## src/rtl/instr_loader.sv

```systemverilog
// Byte-stream program loader: parses a length-prefixed, XOR-checksummed image and
// writes the assembled instruction words into instruction memory while holding the core off.
module instr_loader #(
   parameter int unsigned width_in  = 12,
   parameter int unsigned width_out = 17,
   parameter int unsigned depth     = 2048
) (
   input  logic                 clk,
   input  logic                 rst,
   input  logic                 start,
   input  logic                 in_valid,
   input  logic [7:0]           in_data,
   output logic                 in_ready,
   output logic                 mem_wr_en,
   output logic [width_in-1:0]  mem_addr,
   output logic [width_out-1:0] mem_data,
   output logic                 busy,
   output logic                 done,
   output logic                 error,
   output logic [width_in:0]    words_loaded
);

   localparam int unsigned B    = (width_out + 7) / 8;
   localparam int unsigned IdxW = (B > 1) ? $clog2(B) : 1;
   localparam logic [IdxW-1:0] LastIdx = IdxW'(B - 1);

   localparam logic [2:0] StIdle  = 3'd0;
   localparam logic [2:0] StLenLo = 3'd1;
   localparam logic [2:0] StLenHi = 3'd2;
   localparam logic [2:0] StData  = 3'd3;
   localparam logic [2:0] StChk   = 3'd4;
   localparam logic [2:0] StDone  = 3'd5;
   localparam logic [2:0] StErr   = 3'd6;

   logic [2:0]           state_q, state_d;
   logic [15:0]          len_q, len_d;
   logic [7:0]           chk_q, chk_d;
   logic [IdxW-1:0]      idx_q, idx_d;
   logic [B*8-1:0]       word_q, word_d;
   logic [width_in:0]    words_q, words_d;
   logic                 wr_en_q, wr_en_d;
   logic [width_in-1:0]  wr_addr_q, wr_addr_d;
   logic [width_out-1:0] wr_data_q, wr_data_d;

   logic                 accept;
   logic [B*8-1:0]       word_full;
   logic [width_in:0]    words_inc;
   logic [15:0]          len_full;

   assign in_ready     = (state_q == StLenLo) || (state_q == StLenHi) ||
                         (state_q == StData)  || (state_q == StChk);
   assign busy         = in_ready;
   assign done         = (state_q == StDone);
   assign error        = (state_q == StErr);
   assign accept       = in_valid && in_ready;
   assign mem_wr_en    = wr_en_q;
   assign mem_addr     = wr_addr_q;
   assign mem_data     = wr_data_q;
   assign words_loaded = words_q;
   assign words_inc    = words_q + 1'b1;
   assign len_full     = {in_data, len_q[7:0]};

   // Current word with the incoming byte merged into its lane.
   always_comb begin
      word_full = word_q;
      for (int k = 0; k < int'(B); k++) begin
         if (idx_q == IdxW'(k)) begin
            word_full[8*k +: 8] = in_data;
         end
      end
   end

   always_comb begin
      state_d   = state_q;
      len_d     = len_q;
      chk_d     = chk_q;
      idx_d     = idx_q;
      word_d    = word_q;
      words_d   = words_q;
      wr_en_d   = 1'b0;
      wr_addr_d = wr_addr_q;
      wr_data_d = wr_data_q;
      case (state_q)
         StIdle, StDone, StErr: begin
            if (start) begin
               state_d = StLenLo;
               chk_d   = 8'h00;
               idx_d   = '0;
               words_d = '0;
            end
         end
         StLenLo: begin
            if (accept) begin
               len_d[7:0] = in_data;
               chk_d      = chk_q ^ in_data;
               state_d    = StLenHi;
            end
         end
         StLenHi: begin
            if (accept) begin
               len_d = len_full;
               chk_d = chk_q ^ in_data;
               if (32'(len_full) > depth) begin
                  state_d = StErr;
               end else if (len_full == 16'h0000) begin
                  state_d = StChk;
               end else begin
                  state_d = StData;
               end
            end
         end
         StData: begin
            if (accept) begin
               chk_d  = chk_q ^ in_data;
               word_d = word_full;
               if (idx_q == LastIdx) begin
                  idx_d     = '0;
                  wr_en_d   = 1'b1;
                  wr_addr_d = words_q[width_in-1:0];
                  wr_data_d = word_full[width_out-1:0];
                  words_d   = words_inc;
                  // Leaving on the final write lets CHK land while that strobe is high.
                  if (32'(words_inc) == 32'(len_q)) begin
                     state_d = StChk;
                  end
               end else begin
                  idx_d = idx_q + 1'b1;
               end
            end
         end
         StChk: begin
            if (accept) begin
               state_d = (in_data == chk_q) ? StDone : StErr;
            end
         end
         default: state_d = StIdle;
      endcase
   end

   always_ff @(posedge clk) begin
      if (rst) begin
         state_q   <= StIdle;
         len_q     <= '0;
         chk_q     <= '0;
         idx_q     <= '0;
         word_q    <= '0;
         words_q   <= '0;
         wr_en_q   <= 1'b0;
         wr_addr_q <= '0;
         wr_data_q <= '0;
      end else begin
         state_q   <= state_d;
         len_q     <= len_d;
         chk_q     <= chk_d;
         idx_q     <= idx_d;
         word_q    <= word_d;
         words_q   <= words_d;
         wr_en_q   <= wr_en_d;
         wr_addr_q <= wr_addr_d;
         wr_data_q <= wr_data_d;
      end
   end

endmodule

```

## config.mk

```make
export PLATFORM = sky130hd
export DESIGN_NAME = instr_loader
export DESIGN_NICKNAME = d
export VERILOG_FILES = /design/src/rtl/instr_loader.sv
export SDC_FILE = /design/constraint.sdc
export NUM_CORES = 1
export LEC_CHECK = 0
export BUFFER_PORTS_ARGS = -buffer_cell sky130_fd_sc_hd__buf_2
export CORE_MARGIN = 4
export CORE_UTILIZATION = 61
export CTS_CLUSTER_DIAMETER = 120
export DETAILED_ROUTE_END_ITERATION = 10
export GPL_ROUTABILITY_DRIVEN = 0
export PLACE_DENSITY = 0.84
export SETUP_SLACK_MARGIN = 0.15
export SLEW_MARGIN = 20
export SYNTH_ARGS = -nofsm -noshare
export SYNTH_HDL_FRONTEND = slang
export SYNTH_SLANG_ARGS = --single-unit
export TNS_END_PERCENT = 5
```

## constraint.sdc

```tcl
create_clock -name clk -period 3.4 [get_ports clk]
set_input_delay 0.51 -clock clk [delete_from_list [all_inputs] [get_ports clk]]
set_output_delay 0.51 -clock clk [all_outputs]
set_load 0.03 [all_outputs]
```

; After elaboration in Yosys (flattened, before gate mapping)
; Index checks and enable logic that the tools add are counted.
[totals]
regBits = 89
elab_cells = 83
[op_classes]
n_eq_ne = 18
n_addsub = 2
order_cmp = 1
bitwise_logic = 4
muxes = 28
reduce_logical = 20
[ops]
columns = cell, n
row1 = $mux W8, 5
row2 = $mux W13, 3
row3 = $pmux W8 S2, 2
row4 = $mux W3, 9
row5 = $pmux W13 S2, 1
row6 = $eq A13 B16 Y1, 1
row7 = $gt A16 B12 Y1 const B, 1
row8 = $logic_not A16 Y1, 1
row9 = $pmux W3 S5, 1
row10 = $add A13 B1 Y13 const B, 1
row11 = $reduce_and A3 Y1, 4
row12 = $ne A2 B2 Y1 const B, 5
row13 = $eq A3 B3 Y1 const B, 3
row14 = $reduce_or A3 Y1, 3
row15 = $eq A8 B8 Y1, 1
row16 = $mux W2, 4
row17 = $xor A8 B8 Y8, 1
row18 = $reduce_and A7 Y1, 1
row19 = $eq A3 B2 Y1 const B, 2
row20 = $ne A2 B1 Y1 const B, 3
row21 = $pmux W2 S2, 1
row22 = $reduce_and A2 Y1, 2
row23 = $reduce_and A4 Y1, 1
row24 = $reduce_bool A2 Y1, 2
row25 = other kinds (10), 15

; Depth between registers and ports, before layout
[logic_depth]
ltp_word = 7
mapped_depth = 8
mapped_depth_nobuf = 7

; Worst setup path after synthesis
; OpenSTA, ideal clock, no wires.
[synth_timing]
path_type = flip-flop to flip-flop
from = register words_q[0] (netlist: words_loaded[0])
to = register state_q[2]
path_slack_ns = 1.004
synth_period_minus_slack_ns = 2.396
setup_ns = 0.069
arrival_ns = 2.327
path_stages_with_launch = 8
n_path_buf = 0
path_cell_list = dfxtp_1 -> ha_1 -> nand3_1 -> nor3_1 -> xnor2_1 -> o2111ai_2 -> or4b_1 -> o21ai_1
[synth_between]
elab_chain_cells = 4
[synth_rtl]
columns = element, line
row1 = from (decl), 40  ; logic [width_in:0] words_q, words_d;
row2 = from (signal assigned), 157  ; words_q <= words_d;
row3 = $add A13 B1 Y13, 60  ; assign words_inc = words_q + 1'b1;
row4 = $eq A13 B16 Y1, 123  ; if (32'(words_inc) == 32'(len_q)) begin
row5 = $ne A2 B1 Y1 (no source line), n/a
row6 = $reduce_and A7 Y1 (no source line), n/a
row7 = to (signal assigned), 142  ; state_q <= StIdle;
row8 = to (signal assigned), 152  ; state_q <= state_d;
row9 = to (decl), 35  ; logic [2:0] state_q, state_d;
; Every way passes these cells.
; A chain may end at the register's enable or synchronous reset.

; Final worst setup path
[layout_timing]
from = register state_q[0]
to = register words_q[12] (netlist: words_loaded[12])
[layout_between]
elab_chain_cells = 7
elab_cells_between_ends = 18
[layout_rtl]
columns = element, line
row1 = $eq A3 B1 Y1 / $eq A3 B2 Y1 (equally long branches), 50  ; assign in_ready = (state_q == StLenLo) || (state_q == StLenHi) ||
row2 = $logic_or A1 B1 Y1 (2 in a row), 50
row3 = $logic_or A1 B1 Y1, 51  ; (state_q == StData) || (state_q == StChk);
row4 = $logic_and A1 B1 Y1, 55  ; assign accept = in_valid && in_ready;
row5 = $ne A2 B2 Y1 (no source line), n/a
row6 = $reduce_and A4 Y1 (no source line), n/a
; Parallel ways exist; a longest one is shown, timed or not.

==> metrics <==
outcome complete, no violations; largest area contributor in the netlist dfxtp_1; WP data arrival 2940 ps; Slew @ Worst Pin 780 ps; Total GRT Usage 23.8%; highest clock rate 0.377 GHz; Tcrit/Tclk final 78.0%; # setup viols final 0; largest family of logic cells by synthesized area simple AND/OR/NAND/NOR gates; FF-to-FF setup slack 750 ps; Hold Path Origin mem_addr[1]$_SDFFE_PP0P_; post-synthesis mux area share 4.06%; Post-DRT Antenna Nets 0; initial antenna violation count 0; count of mapped cells out of synthesis 540; Synth area leaders dfxtp_1 42%, nand2_1 10%, a21oi_1 8.5%; First-pass DRT Iterations 4; average cell area after synthesis 7.77 um^2; Initial Util 64.6%; CTS tree built; worst-skew pair later-pin latency 360 ps; Most used DFF post-synth dfxtp_1; Die X-Extent 90.9 um; unrepaired setup endpoints after global routing false; area grow syn2layout 10.1%; WP data required 3690 ps; cells on worst reg2reg path 5; Yosys top cell area share 42.0%; total CTS buffers 9; crit path max-delay cell type dfxtp_1; VDD IR max 0.344 mV; vias in the first global route 3,552; critical-path cell list nand2_1, nor2_2, nand2_1, or4_1, a21oi_1; Reg-to-Reg Start state_q[0]$_SDFFE_PP0P_; largest net degree at the start of global routing 47; share of cells above drive strength 1 14.6%; Filler cells 521; register area 1760 um^2; Worst path most repeated cell nand2_1; post-synthesis sequential area ratio 42.0%; Critical R2R Capture words_loaded[12]$_SDFFE_PP0P_; Nets 583; clock root buffer clkbuf_8; maxcap violations 0; maximum fanout along the worst path 21; GR Overflow Total 0; Final Hold Vio Count 0; via count 3,934; die height 90.9 um; Post-CTS Hold Fix Bufs 0; CTS Sinks 88; Hold EP mem_addr[1]$_SDFFE_PP0P_; Port Buffer Count 58; post-synthesis simple-gate area fraction 25.0%; synthesized area 4200 um^2; area of the multi-input gates 2220 um^2; Lkg Pwr 1.77 nW; top cells by count, synth 117 x nand2_1, 88 x dfxtp_1, 71 x a21oi_1; final instance area 4620 um^2; CP Class register to register; pwr dens 546 nW/um^2; Post-Route WL 9.84 mm; worst hold path class register to register; CP Capture Type register; Boundary Pins 59; Resized cells post-CTS 0; DR DRC count 0; YS warnings 0; cell with the most instances after synthesis nand2_1; antenna cells 0; setup_tns 0 ps; Slew headroom 47.6%; number of flops mapped to enable cells by yosys 0; asr flop ratio synth 0%; DR iter-0 viols 261; area of the die 8270 um^2; dpl cell area 4430 um^2; Synth Register Bits 88; Core Area 6490 um^2; Pins Over Slew Limit 0; clock buffer depth 2; hold path cells 2; Routed WL per cell 15.1 um; Post-Route Skew 11.4 ps; Reg clk slew, reported paths 90 ps; dpl hpwl 6.87 mm; vias per cell 6.03; post-synthesis compound-gate area fraction 17.3%; slowest cell delay on critical path 750 ps; crit start category register; CTS H-Tree Depth 3; xor/xnor cell area share of the yosys netlist 5.85%; library cells used by synthesis 52; first-pass GRT wire length 16.4 mm; Final min period 2650 ps; Mapped Nets 553; row count 29; post-synthesis adder-cell area fraction 0.537%; post-CTS setup buffer count 0
[where the power goes]
part | switching [mW] | leakage [nW] | internal (mW) | total, mW
Sequential | 0.0973 | 0.711 | 1.09 | 1.19
Combinational | 0.410 | 0.974 | 0.247 | 0.657
Clock | 0.397 | 0.0894 | 0.278 | 0.675
Total | 0.905 | 1.77 | 1.62 | 2.52
[sequential cells by signal (all words and copies together) (netlist names), 2 cells and up]
register      count
mem_addr         12
mem_data         17
words_loaded     13
word_q           16
state_q           3
idx_q             2
chk_q             8
len_q            16
[metal layers]
layer / track usage, % / vias up / part of all wire [%]
met1: 30.4 / 1823 / 41
met5: 0 / - / 0
li1: - / 1903 / -
met2: 38.4 / 181 / 48
met4: 11.8 / 0 / 3.0
met3: 4.88 / 27 / 7.7
[worst max path at each step]
stage                                            start                             to  depth (start not counted)
after floorplan           words_loaded[0]$_SDFFE_PP0P_        state_q[2]$_SDFFE_PP0P_                          7
after global placement         state_q[0]$_SDFFE_PP0P_  words_loaded[12]$_SDFFE_PP0P_                          5
after detailed placement       state_q[0]$_SDFFE_PP0P_  words_loaded[12]$_SDFFE_PP0P_                          5
after CTS                      state_q[0]$_SDFFE_PP0P_  words_loaded[12]$_SDFFE_PP0P_                          5
after global routing           state_q[0]$_SDFFE_PP0P_  words_loaded[12]$_SDFFE_PP0P_                          5
final                          state_q[0]$_SDFFE_PP0P_  words_loaded[12]$_SDFFE_PP0P_                          5
[worst max-delay path: cells and delay by family (launching register included)]
family          cells  cell delay (ps)
simple gates        4             1680
flops               1              750
compound gates      1              150
[logic make-up after synthesis]
| group | after synthesis |
|---|---|
| xor gates and xnor gates | 28 |
| AOI/OAI and AO/OA | 124 |
| DFF | 88 |
| adders and majority gates | 2 |
| muxes | 17 |
| and+or+nand+nor | 231 |
| buffers and inverters | 50 |
[cell usage in the layout, fill, tap and decap left out, types with 3 or more instances in the layout]
cell type,n
inv_1,6
nor3_1,10
or3_1,3
nand2b_1,5
inv_6,3
nor2_1,43
nor2b_1,4
buf_2,58
buf_4,5
xnor2_1,13
o21ai_1,4
or4_1,4
dfxtp_1,88
and2_1,3
mux2i_1,17
nand2_1,117
o21ai_0,21
nand4_1,5
o31ai_1,3
a311oi_1,3
a211oi_1,3
nand3_1,11
nand3b_1,11
a21oi_1,71
xor2_1,15
nor4_1,5
clkbuf_8,9
[per-stage QoR]
stage	utilization, %	worst slack [ps]	hold WS (ps)	std cells	power (mW)
after floorplan	-	1000	431	540	1.74
after global placement	68.2	905	440	636	1.84
after detailed placement	68.2	808	446	636	1.86
after CTS	71.1	786	458	652	2.53
after global routing	71.1	577	477	652	2.66
final	71.1	748	455	652	2.52
[cell type report]
type                       count  area share [%]
clock buffer                   9            2.68
clock inverter                 7            1.35
inverter                       6           0.488
multi-input combinational    402            48.1
sequential                    88            38.1
tap                           77            2.09
timing repair buffer          63            7.10
Power figures use the tool's default switching activity.
